$ cat src/rtl/uart_frame_scheduler_pkg.sv
// rtl/uart_frame_scheduler_pkg.sv - shared constants, FSM encodings and checksum helper
package uart_frame_scheduler_pkg;

    localparam int         FRAME_LEN         = 7;
    localparam logic [7:0] SYNC_BYTE_DEFAULT = 8'hA5;
    localparam logic [7:0] ID_REQ0           = 8'h00;
    localparam logic [7:0] ID_REQ1           = 8'h01;

    typedef logic [2:0] byte_idx_t;

    localparam logic [2:0] ST_IDLE      = 3'd0;
    localparam logic [2:0] ST_LOAD      = 3'd1;
    localparam logic [2:0] ST_START     = 3'd2;
    localparam logic [2:0] ST_WAIT_ACK  = 3'd3;
    localparam logic [2:0] ST_WAIT_DONE = 3'd4;
    localparam logic [2:0] ST_NEXT      = 3'd5;

    // Sync byte is deliberately left out of the checksum.
    function automatic logic [7:0] frame_checksum(input logic [7:0] id, input logic [31:0] data);
        return id ^ data[31:24] ^ data[23:16] ^ data[15:8] ^ data[7:0];
    endfunction

endpackage

$ cat src/rtl/uart_frame_scheduler_if.sv
// rtl/uart_frame_scheduler_if.sv - requester handshakes and UART transmitter link
interface uart_frame_scheduler_if;
    logic        req0_valid;
    logic        req1_valid;
    logic [31:0] req0_data;
    logic [31:0] req1_data;
    logic        req0_ready;
    logic        req1_ready;
    logic [7:0]  tx_data;
    logic        tx_start;
    logic        tx_busy;
    logic        frame_busy;
    logic        err_timeout;

    modport master (
        output req0_valid, req1_valid, req0_data, req1_data, tx_busy,
        input  req0_ready, req1_ready, tx_data, tx_start, frame_busy, err_timeout
    );

    modport slave (
        input  req0_valid, req1_valid, req0_data, req1_data, tx_busy,
        output req0_ready, req1_ready, tx_data, tx_start, frame_busy, err_timeout
    );
endinterface

$ cat src/rtl/uart_frame_scheduler_rr_arbiter2.sv
// rtl/uart_frame_scheduler_rr_arbiter2.sv - two-way round-robin grant with priority pointer
module rr_arbiter2 (
    input  logic       clk,
    input  logic       rst,
    input  logic [1:0] req,
    input  logic       advance,
    output logic [1:0] grant
);
    logic prio_q;
    logic prio_d;

    always_comb begin
        grant = 2'b00;
        if (!prio_q) begin
            if (req[0])      grant = 2'b01;
            else if (req[1]) grant = 2'b10;
        end else begin
            if (req[1])      grant = 2'b10;
            else if (req[0]) grant = 2'b01;
        end
        // Pointer moves to whichever requester was not just served.
        prio_d = prio_q;
        if (advance && (grant != 2'b00)) prio_d = grant[0];
    end

    always_ff @(posedge clk) begin
        if (!rst) prio_q <= 1'b0;
        else      prio_q <= prio_d;
    end
endmodule

$ cat src/rtl/uart_frame_scheduler.sv
// rtl/uart_frame_scheduler.sv - frames 32-bit words from two requesters into 7-byte UART frames
module uart_frame_scheduler
    import uart_frame_scheduler_pkg::*;
#(
    parameter logic [7:0] SYNC_BYTE   = SYNC_BYTE_DEFAULT,
    parameter int         ACK_TIMEOUT = 15
) (
    input  logic                   clk,
    input  logic                   rst,
    uart_frame_scheduler_if.slave  bus
);
    localparam int CNT_W = (ACK_TIMEOUT > 1) ? $clog2(ACK_TIMEOUT) : 1;

    logic [2:0]       state_q, state_d;
    byte_idx_t        idx_q, idx_d;
    logic [7:0]       id_q, id_d;
    logic [31:0]      data_q, data_d;
    logic [7:0]       chk_q, chk_d;
    logic [7:0]       tx_data_q, tx_data_d;
    logic [CNT_W-1:0] cnt_q, cnt_d;
    logic             err_q, err_d;
    logic             tx_start;
    logic [1:0]       grant;
    byte_idx_t        nxt_idx;
    logic [7:0]       nxt_byte;

    rr_arbiter2 u_arb (
        .clk     (clk),
        .rst     (rst),
        .req     ({bus.req1_valid, bus.req0_valid}),
        .advance (state_q == ST_IDLE),
        .grant   (grant)
    );

    assign nxt_idx = idx_q + 3'd1;

    always_comb begin
        case (nxt_idx)
            3'd1:    nxt_byte = id_q;
            3'd2:    nxt_byte = data_q[31:24];
            3'd3:    nxt_byte = data_q[23:16];
            3'd4:    nxt_byte = data_q[15:8];
            3'd5:    nxt_byte = data_q[7:0];
            3'd6:    nxt_byte = chk_q;
            default: nxt_byte = SYNC_BYTE;
        endcase
    end

    always_comb begin
        state_d   = state_q;
        idx_d     = idx_q;
        id_d      = id_q;
        data_d    = data_q;
        chk_d     = chk_q;
        tx_data_d = tx_data_q;
        cnt_d     = cnt_q;
        err_d     = err_q;
        tx_start  = 1'b0;
        case (state_q)
            ST_IDLE: begin
                if (grant != 2'b00) begin
                    id_d    = grant[1] ? ID_REQ1 : ID_REQ0;
                    data_d  = grant[1] ? bus.req1_data : bus.req0_data;
                    state_d = ST_LOAD;
                end
            end
            ST_LOAD: begin
                idx_d     = '0;
                tx_data_d = SYNC_BYTE;
                chk_d     = frame_checksum(id_q, data_q);
                state_d   = ST_START;
            end
            ST_START: begin
                if (!bus.tx_busy) begin
                    tx_start = 1'b1;
                    cnt_d    = '0;
                    state_d  = ST_WAIT_ACK;
                end
            end
            ST_WAIT_ACK: begin
                if (bus.tx_busy) begin
                    state_d = ST_WAIT_DONE;
                end else if (cnt_q == CNT_W'(ACK_TIMEOUT - 1)) begin
                    err_d   = 1'b1;
                    state_d = ST_START;
                end else begin
                    cnt_d = cnt_q + 1'b1;
                end
            end
            ST_WAIT_DONE: begin
                if (!bus.tx_busy) state_d = ST_NEXT;
            end
            ST_NEXT: begin
                if (idx_q == byte_idx_t'(FRAME_LEN - 1)) begin
                    state_d = ST_IDLE;
                end else begin
                    idx_d     = nxt_idx;
                    tx_data_d = nxt_byte;
                    state_d   = ST_START;
                end
            end
            default: state_d = ST_IDLE;
        endcase
    end

    always_ff @(posedge clk) begin
        if (!rst) begin
            state_q   <= ST_IDLE;
            idx_q     <= '0;
            id_q      <= 8'h00;
            data_q    <= 32'h0;
            chk_q     <= 8'h00;
            tx_data_q <= 8'h00;
            cnt_q     <= '0;
            err_q     <= 1'b0;
        end else begin
            state_q   <= state_d;
            idx_q     <= idx_d;
            id_q      <= id_d;
            data_q    <= data_d;
            chk_q     <= chk_d;
            tx_data_q <= tx_data_d;
            cnt_q     <= cnt_d;
            err_q     <= err_d;
        end
    end

    assign bus.req0_ready  = (state_q == ST_IDLE) && grant[0];
    assign bus.req1_ready  = (state_q == ST_IDLE) && grant[1];
    assign bus.tx_data     = tx_data_q;
    assign bus.tx_start    = tx_start;
    assign bus.frame_busy  = (state_q != ST_IDLE);
    assign bus.err_timeout = err_q;
endmodule

$ cat src/flat_wrapper.sv
// flat-port wrapper written by rule: the top's interface ports become plain ports
module uart_frame_scheduler_flat import uart_frame_scheduler_pkg::*;
#(
    parameter logic [7:0] SYNC_BYTE   = SYNC_BYTE_DEFAULT,
    parameter int         ACK_TIMEOUT = 15
)
  (clk, rst, bus_req0_valid, bus_req1_valid, bus_req0_data, bus_req1_data, bus_tx_busy, bus_req0_ready, bus_req1_ready, bus_tx_data, bus_tx_start, bus_frame_busy, bus_err_timeout);
  uart_frame_scheduler_if bus_i ();
  input  logic clk;
  input  logic rst;
  input wire logic [$bits(bus_i.req0_valid)-1:0] bus_req0_valid;
  input wire logic [$bits(bus_i.req1_valid)-1:0] bus_req1_valid;
  input wire logic [$bits(bus_i.req0_data)-1:0] bus_req0_data;
  input wire logic [$bits(bus_i.req1_data)-1:0] bus_req1_data;
  input wire logic [$bits(bus_i.tx_busy)-1:0] bus_tx_busy;
  output wire logic [$bits(bus_i.req0_ready)-1:0] bus_req0_ready;
  output wire logic [$bits(bus_i.req1_ready)-1:0] bus_req1_ready;
  output wire logic [$bits(bus_i.tx_data)-1:0] bus_tx_data;
  output wire logic [$bits(bus_i.tx_start)-1:0] bus_tx_start;
  output wire logic [$bits(bus_i.frame_busy)-1:0] bus_frame_busy;
  output wire logic [$bits(bus_i.err_timeout)-1:0] bus_err_timeout;
  assign bus_i.req0_valid = bus_req0_valid;
  assign bus_i.req1_valid = bus_req1_valid;
  assign bus_i.req0_data = bus_req0_data;
  assign bus_i.req1_data = bus_req1_data;
  assign bus_i.tx_busy = bus_tx_busy;
  assign bus_req0_ready = bus_i.req0_ready;
  assign bus_req1_ready = bus_i.req1_ready;
  assign bus_tx_data = bus_i.tx_data;
  assign bus_tx_start = bus_i.tx_start;
  assign bus_frame_busy = bus_i.frame_busy;
  assign bus_err_timeout = bus_i.err_timeout;
  uart_frame_scheduler #(.SYNC_BYTE(SYNC_BYTE), .ACK_TIMEOUT(ACK_TIMEOUT)) u_core (.clk(clk), .rst(rst), .bus(bus_i));
endmodule
$ cat config.mk
export PLATFORM = sky130hd
export DESIGN_NAME = uart_frame_scheduler_flat
export DESIGN_NICKNAME = d
export VERILOG_FILES = /design/src/rtl/uart_frame_scheduler_pkg.sv /design/src/rtl/uart_frame_scheduler_if.sv /design/src/rtl/uart_frame_scheduler_rr_arbiter2.sv /design/src/rtl/uart_frame_scheduler.sv /design/src/flat_wrapper.sv
export SDC_FILE = /design/constraint.sdc
export NUM_CORES = 1
export LEC_CHECK = 0
export CAP_MARGIN = 20
export CORE_ASPECT_RATIO = 1.5
export CORE_MARGIN = 1.5
export CORE_UTILIZATION = 47
export CTS_BUF_LIST = sky130_fd_sc_hd__clkbuf_2
export DETAILED_ROUTE_END_ITERATION = 8
export HOLD_SLACK_MARGIN = 0.15
export PLACE_DENSITY = 0.84
export SLEW_MARGIN = 10
export SYNTH_ARGS = -nofsm -noshare
export SYNTH_HDL_FRONTEND = slang
export SYNTH_HIERARCHICAL = 1
export SYNTH_SLANG_ARGS = --single-unit
$ cat constraint.sdc
create_clock -name clk -period 5.8 [get_ports clk]
set_clock_uncertainty 0.05 [all_clocks]
set_input_delay 1.74 -clock clk [delete_from_list [all_inputs] [get_ports clk]]
set_output_delay 1.74 -clock clk [all_outputs]
set_load 0.01 [all_outputs]
# --- Yosys cells after proc, flatten, opt, wreduce, memory -nomap -nowiden ---
# Cells that the tools add are included.
word_totals:
  reg_bits: 68
  latch_bits: 0
  mem_bits_rw: 0
  mem_bits_ro: 0
  in_bits: 69
  word_cells: 74
  n_memories: 0
classes:
  addsub: 2
  n_mul: 0
  div: 0
  order_cmp: 0
  eq_ne: 20
  shift: 0
  n_mux: 25
  bitwise: 5
  n_reduce_logical: 13
op_table:
  columns: ["cell", "count"]
  rows:
  - ["8-bit one-hot mux with 6 select lines", 1]
  - ["32-bit 2-to-1 mux", 1]
  - ["8-bit XOR", 4]
  - ["3-bit == test (second input constant)", 6]
  - ["3-bit 2-to-1 mux", 6]
  - ["3-bit one-hot mux with 6 select lines", 1]
  - ["8-bit one-hot mux with 2 select lines", 1]
  - ["3-bit by 2-bit == test with 1-bit output (second input constant)", 4]
  - ["4-bit 2-to-1 mux", 3]
  - ["2-bit 2-to-1 mux", 5]
  - ["2-bit inequality test (second input constant)", 5]
  - ["8-bit 2-to-1 mux", 1]
  - ["4-bit one-hot mux with 2 select lines", 1]
  - ["4-bit AND reduction", 2]
  - ["3-bit by 1-bit == test with 1-bit output (second input constant)", 2]
  - ["3-bit one-hot mux with 2 select lines", 1]
  - ["2-bit nonzero test", 3]
  - ["4-bit by 1-bit adder with 4-bit output (second input constant)", 1]
  - ["4-bit == test (second input constant)", 1]
  - ["1-bit 2-to-1 mux", 4]
  - ["2-bit AND reduction", 2]
  - ["3-bit by 1-bit adder with 3-bit output (second input constant)", 1]
  - ["1-bit logical AND", 3]
  - ["3-bit zero test", 1]
  - ["other kinds (5)", 5]

# --- Longest topological paths before layout ---
# Gate-level depths: netlist of run 1.
depth:
  ltp_word: 6
  depth_mapped: 8

# --- Modules after synthesis ---
# The synthesis of run 1 kept the hierarchy.
by_module_without_submodules:
  columns: ["module", "instances", "cells_each", "area_each_um2", "seq_area_each_um2"]
  rows:
  - ["uart_frame_scheduler", 1, 339, 3205.6, 1201.2]
  - ["rr_arbiter2", 1, 7, 61.3, 20.0]

# --- Worst setup path after synthesis of run 1 ---
# No wires, ideal clock.
synth_timing:
  path_kind: "input -> output"
  start: "input bus_req1_valid"
  end: "output bus_req1_ready"
  t_arrival_ns: 2.547
  t_required_ns: 4.010
  slack_ns: 1.463
  stages: 4
  n_path_buf: 2
  cell_sequence: "a21boi_0 > buf_2 > buf_2 > and2_1"
synth_via:
  elab_chain_cells: 4
  word_cells_on_any_way: 5
  cone_classes: "mux: 4; reduce/logical: 1"
synth_rtl:
  columns: ["item", "line_no", "source"]
  rows:
  - ["from (decl)", "flat_wrapper.sv:12", "input wire logic [$bits(bus_i.req1_valid)-1:0] bus_req1_valid;"]
  - ["2-bit 2-to-1 mux", "uart_frame_scheduler_rr_arbiter2.sv:16", "else if (req[1]) grant = 2'b10;"]
  - ["2-bit 2-to-1 mux", "uart_frame_scheduler_rr_arbiter2.sv:15", "if (req[0]) grant = 2'b01;"]
  - ["2-bit 2-to-1 mux (*)", "uart_frame_scheduler_rr_arbiter2.sv:14", "if (!prio_q) begin"]
  - ["1-bit logical AND (*)", "uart_frame_scheduler.sv:129", "assign bus.req1_ready = (state_q == ST_IDLE) && grant[1];"]
  - ["to (decl)", "flat_wrapper.sv:17", "output wire logic [$bits(bus_i.req1_ready)-1:0] bus_req1_ready;"]
# Every way passes the cells marked *; elsewhere a longest branch is shown, timed or not.

# --- Worst setup path after layout of run 1 ---
layout_timing:
  start: "input bus_req0_valid"
  end: "output bus_req0_ready"
layout_via:
  elab_chain_cells: 4
  word_cells_on_any_way: 5
  cone_classes: "mux: 4; reduce/logical: 1"
layout_rtl:
  columns: ["item", "line_no", "source"]
  rows:
  - ["from (decl)", "flat_wrapper.sv:11", "input wire logic [$bits(bus_i.req0_valid)-1:0] bus_req0_valid;"]
  - ["1-bit 2-to-1 mux", "uart_frame_scheduler_rr_arbiter2.sv:19", "else if (req[0]) grant = 2'b01;"]
  - ["2-bit 2-to-1 mux", "uart_frame_scheduler_rr_arbiter2.sv:18", "if (req[1]) grant = 2'b10;"]
  - ["2-bit 2-to-1 mux (*)", "uart_frame_scheduler_rr_arbiter2.sv:14", null]
  - ["named net u_core.grant[0]", "uart_frame_scheduler.sv:23", "logic [1:0] grant;"]
  - ["1-bit logical AND (*)", "uart_frame_scheduler.sv:128", "assign bus.req0_ready = (state_q == ST_IDLE) && grant[0];"]
  - ["to (decl)", "flat_wrapper.sv:16", "output wire logic [$bits(bus_i.req0_ready)-1:0] bus_req0_ready;"]
# Mark *: on every way through the listed nets, which the timed path passes. The rest lies on a longest branch.

==> out/results.txt, run 1 <==
Critical Path Start Type = input pin
Vert. Die Dim = 105.1 um
Max-slew violation count = 0
N_diodes = 0
Worst reg2reg path depth = 7
Port bufs = 81
Largest net degree at the start of global routing = 45
Critical path class = in -> out
Setup crit end = bus_req0_ready
Post-synthesis sequential area ratio = 0.3738
CP max stage cell = clkdlybuf4s50_1
Routed via count = 2,776
Clk sink count = 61
Tcrit/Tclk final = 0.8857
Worst slew margin = 0.4948
Min-delay worst type = reg -> reg
Io pins = 82
Number of CTS-inserted buffers = 9
Area growth, synth to finish = 26.16%
Wirelength, routed = 7272 um
Critical Path AT = 3.35 ns
Synthesis-stage register bit count = 61
DRT Pass-1 Iters = 5
Placer Congestion = 0.8501
Leakage = 1.499 nW
Initial core utilization = 0.4801
Syn Area/Cell = 9.442 um2
Max clock buf depth = 2
Fin nets = 489
Count of cell types in the netlist = 48
Synth Cell Area = 3267 um2
Final Setup Violations = 0
Critical Path Start = bus_req0_valid
Reg2reg end = u_core/data_q[28]
Tot GR Track Use = 0.2077
Combinational family with the most area after synthesis = compound AO/OA/AOI/OAI gates
Cells after Synth = 346
Mux share of post-synthesis cell area = 0.1164
Synth warn = 6
Vias in the first global route = 2,748
CP Capture Type = output pin
Simple-gate share of the synthesized area = 0.1180
Overflow left after global routing = 0
Post-Synth XOR/XNOR Area = 0.08388
Initial antenna violation count = 0
Die span in x = 71.07 um
RSZ-0062 raised after global routing = no
Top cells by area, synth = dfxtp_1, mux2i_1, a211oi_1
Die ar. = 7470 um2
H-tree depth = 3
Post-route cell area = 4121 um2
WL/cell = 14.69 um
Max FO, Critical Path = 3
Post-route ant nets = 0
Via/cell ratio = 5.608
Power per cell area = 260.6 nW/um2
Worst reg2reg startpoint = u_core/u_arb/prio_q
Clk root buf = clkbuf_2
Final hold viol count = 0
Placed Cells incl. Taps = 479
Initial DRC count = 201
Adder-Cell Fraction of Synth Area = 0.02681
Overall power = 1.074 mW
VDD IR max = 0.0001371 V
Post_cts resized = 0
Fin cells = 495
Setup Buffers After CTS = 0
Most common cell after layout, fill and taps aside = clkdlybuf4s50_1
Crit path largest cell delay = 0.54 ns
CTS tree = done
Global-route wire length before repair = 12,450 um
Drt drc = 0
Most frequent CP cell = clkdlybuf4s50_1
Clock-pin slew on the worst setup and hold paths = 0.13 ns
Area share of the largest cell type after synthesis = 0.3738
Latest clock arrival within the worst-skew pair = 0.48 ns
Core area = 6805 um2
Total placed instance area = 4043 um2
Commonest cells after routing, fill and taps aside = clkdlybuf4s50_1, dfxtp_1, nor2_1, mux2i_1, a211oi_1
Max cap viols = 0
Biggest area consumer among synthesized cells = dfxtp_1
CTS hold repair buffers = 0
Complex-gate fraction of the synthesized area = 0.2195
Setup tns final = 0 ns
Status = complete, no violations
F_max = 194.7 MHz
Measured slew at the worst slew-check pin = 0.7571 ns
DPL Wire Length = 5447 um
Row cnt = 37
CP Data Required Time = 4.01 ns
Post-Syn Nets = 422
Critical path cell sequence = clkdlybuf4s50_1, a21boi_0, nand2_1, inv_1, clkdlybuf4s50_1
Share of layout cells above drive strength 1 = 0.08633
Reg2reg setup slack = 3.29 ns
Post-layout min period = 5.137 ns
==> power breakdown <==
group	internal (mW)	leakage, nW	switching (mW)
combinational	0.189	0.942	0.155
clock	0.0531	0.0543	0.139
sequential	0.479	0.502	0.0598
==> worst max-delay path, delay by kind of cell <==
family	cells	cell delay (ns)
buf+inv	3	1.13
compound gates	1	0.36
simple gates	1	0.12
==> state kept, by name (all words and copies together) (netlist names) <==
name and flops:
u_core/data_q 32, u_core/bus.tx_data 8, u_core/chk_q 8, u_core/cnt_q 4, u_core/idx_q 3, u_core/state_q 3, u_core/bus.err_timeout 1, u_core/id_q 1
u_core/u_arb/prio_q 1
==> synth_stat cells, drive strengths merged <==
cell type and instances:
a211o 2, a211oi 39, a21boi 2, a21oi 13, a221oi 9, a222oi 4
a2bb2oi 1, a311oi 1, a31o 1, a32oi 1, and2 2, and2b 1
and3 2, and4b 1, buf 20, clkbuf 9, clkinv 1, dfxtp 61
ha 7, inv 8, mux2i 38, nand2 14, nand2b 2, nand3 4
nand4 1, nor2 50, nor2b 2, nor3 3, nor3b 1, o21a 2
o21ai 1, o221a 4, o22a 2, o22ai 6, o311ai 1, or3 2
xnor2 23, xnor3 1, xor2 4
==> worst min-delay path by stage <==
stage | from | end | slack, ns | cells past startpoint
global route | u_core/chk_q[1] | u_core/chk_q[1] | 0.48 | 2
detailed placement | u_core/bus.tx_data[6] | u_core/bus.tx_data[6] | 0.41 | 2
floorplan | u_core/chk_q[0] | u_core/chk_q[0] | 0.41 | 2
CTS | u_core/bus.tx_data[6] | u_core/bus.tx_data[6] | 0.43 | 2
finish | u_core/bus.tx_data[6] | u_core/bus.tx_data[6] | 0.43 | 2
global placement | u_core/bus.err_timeout | u_core/bus.err_timeout | 0.40 | 1
==> layer usage <==
layer / wire length [um] / global-route usage / up-vias
li1: - / - / 1387
met1: 2998 / 0.2464 / 1306
met2: 3833 / 0.3498 / 66
met3: 225 / 0.03664 / 17
met4: 215 / 0.1119 / 0
met5: 0 / 0 / -
==> logic make-up after synthesis <==
family,count (synthesis)
xor gates and xnor gates,28
AOI/OAI and AO/OA,89
DFF,61
muxes,38
buffers and inverters,38
adders and majority gates,7
and+or+nand+nor,85
==> through the flow <==
| stage | setup slack [ns] | hold WS [ns] | util |
|---|---|---|---|
| 2_1_floorplan | 1.463 | 0.4104 | - |
| 3_3_place_gp | 0.7087 | 0.3989 | 0.5940 |
| 3_5_place_dp | 0.6349 | 0.4103 | 0.5940 |
| 4_1_cts | 0.6382 | 0.4323 | 0.6045 |
| 5_1_grt | 0.5187 | 0.4759 | 0.6056 |
| 6_report | 0.6630 | 0.4300 | 0.6056 |
==> cell type report <==
class / instances / area (um2)
clock buffer: 11 / 55.05
timing repair buffer: 85 / 840.8
clock inverter: 4 / 16.27
multi-input combinational: 247 / 1857
fill: 581 / 2684
tap: 78 / 97.59
inverter: 9 / 33.78
sequential: 61 / 1221
(Power assumes the default switching activity.)
==> inputs of run 2 (changes only) <==
Settings changed: CAP_MARGIN 20 to default.
==> run 2 against run 1 <==
- global-route usage stayed put
- critical path depth did not move
- clock power barely moved
- core utilization is 0.11 points lower
- cell area fell by 0.18%
- combinational power hardly changed
- non-clock buffer count fell by 1
- maximum frequency about the same
- flip-flop and latch count is the same
- critical path type unchanged
- largest cell class unchanged
- highest routed layer unchanged
==> out/results.txt, run 2 (synthesis gave the netlist of run 1 again) <==
Status = complete, no violations
N_diodes = 0
Row cnt = 37
Met2 Resource Use GR = 0.3498
Worst reg2reg path depth = 7
CP Capture Type = output pin
GRT met1 Usage = 0.2464
Logic pwr share = 0.319
RSZ-0062 raised after global routing = no
Global-route wire length before repair = 12,450 um
Critical path class = in -> out
CTS hold repair buffers = 0
Overflow left after global routing = 0
DPL Wire Length = 5447 um
Setup tns final = 0 ns
Clk root buf = clkbuf_2
CP Data Required Time = 4.01 ns
GR peak layer = met2
Final Setup Violations = 0
Power share of the sequential group = 0.502
Wirelength, routed = 7262 um
Worst slew margin = 0.2306
Critical Path AT = 3.35 ns
Share of layout cells above drive strength 1 = 0.08413
Area growth, synth to finish = 25.93%
Final hold viol count = 0
Critical Path Start Type = input pin
Initial DRC count = 161
H-tree depth = 3
Drt drc = 0
Final WS setup = 0.6631 ns
Fin cells = 494
Top reg by flops = u_core/data_q
Overall power = 1.072 mW
DRT Pass-1 Iters = 4
Leakage = 1.494 nW
Vert. Die Dim = 105.1 um
Final Core Density = 0.6045
Commonest cells after routing, fill and taps aside = clkdlybuf4s50_1, dfxtp_1, nor2_1, mux2i_1, a211oi_1
Initial core utilization = 0.4801
Measured slew at the worst slew-check pin = 1.152 ns
Tcrit/Tclk final = 0.8857
Max clock buf depth = 2
Clock-pin slew on the worst setup and hold paths = 0.13 ns
Net Sw Power = 352.8 uW
CTS tree = done
Routed via count = 2,754
Clk pwr share = 0.179
Max cap viols = 0
Power per cell area = 260.6 nW/um2
Total placed instance area = 4043 um2
Port bufs = 81
Max-slew violation count = 0
Largest net degree at the start of global routing = 45
Core area = 6805 um2
Post-layout min period = 5.137 ns
Fin nets = 488
Sw frac = 0.3291
Final hold slack = 0.4301 ns
Max FO, Critical Path = 3
Vias in the first global route = 2,748
Latest clock arrival within the worst-skew pair = 0.48 ns
Die span in x = 71.07 um
Placer Congestion = 0.8501
Post-route cell area = 4114 um2
Die ar. = 7470 um2
Post_cts resized = 0
Flip-flop count of the largest register after layout = 32
P_int = 719.3 uW
Worst hold stages = 2
Most common cell after layout, fill and taps aside = clkdlybuf4s50_1
Tot GR Track Use = 0.2077
Post-route ant nets = 0
Io pins = 82
Via/cell ratio = 5.575
Setup Buffers After CTS = 0
Initial antenna violation count = 0
Met3 Track Usage GR = 0.03664
F_max = 194.7 MHz
Number of CTS-inserted buffers = 9
Clk sink count = 61
Min-delay worst type = reg -> reg
Setup WS pre-CTS = 0.6349 ns
Placed Cells incl. Taps = 479
VDD IR max = 0.0001371 V
WL/cell = 14.70 um
-- run 2: cell type report --
cell class	instances	area [um2]
inverter	9	33.78
sequential	61	1221
clock inverter	4	16.27
multi-input combinational	247	1857
clock buffer	11	55.05
timing repair buffer	84	833.3
tap	78	97.59
fill	581	2691
-- run 2: power groups by stage --
stage | clock [mW] | combinational [mW] | sequential, mW
6_report | 0.192 | 0.342 | 0.538
5_1_grt | 0.216 | 0.382 | 0.546
4_1_cts | 0.197 | 0.345 | 0.538
3_5_place_dp | 0 | 0.343 | 0.547
3_3_place_gp | 0 | 0.332 | 0.544
2_1_floorplan | 0 | 0.264 | 0.528
-- run 2: layer usage --
metal  share of wire  routed length (um)  vias up
li1                -                   -     1384
met1            0.41                2963     1279
met2            0.52                3800       73
met3           0.036                 259       18
met4           0.033                 240        0
met5               0                   0        -
-- run 2: worst max-delay path, stage by stage --
cell             delay [ns]
clkdlybuf4s50_1        0.54
a21boi_0               0.36
nand2_1                0.12
inv_1                  0.07
clkdlybuf4s50_1        0.52
-- run 2: path summary, 6_finish.rpt --
check / startpoint / to / slack, ns
min reg2reg: u_core/bus.tx_data[6] / u_core/bus.tx_data[6] / 0.43
max: bus_req0_valid / bus_req0_ready / 0.66
min: u_core/bus.tx_data[6] / u_core/bus.tx_data[6] / 0.43
max reg2reg: u_core/u_arb/prio_q / u_core/data_q[28] / 3.29
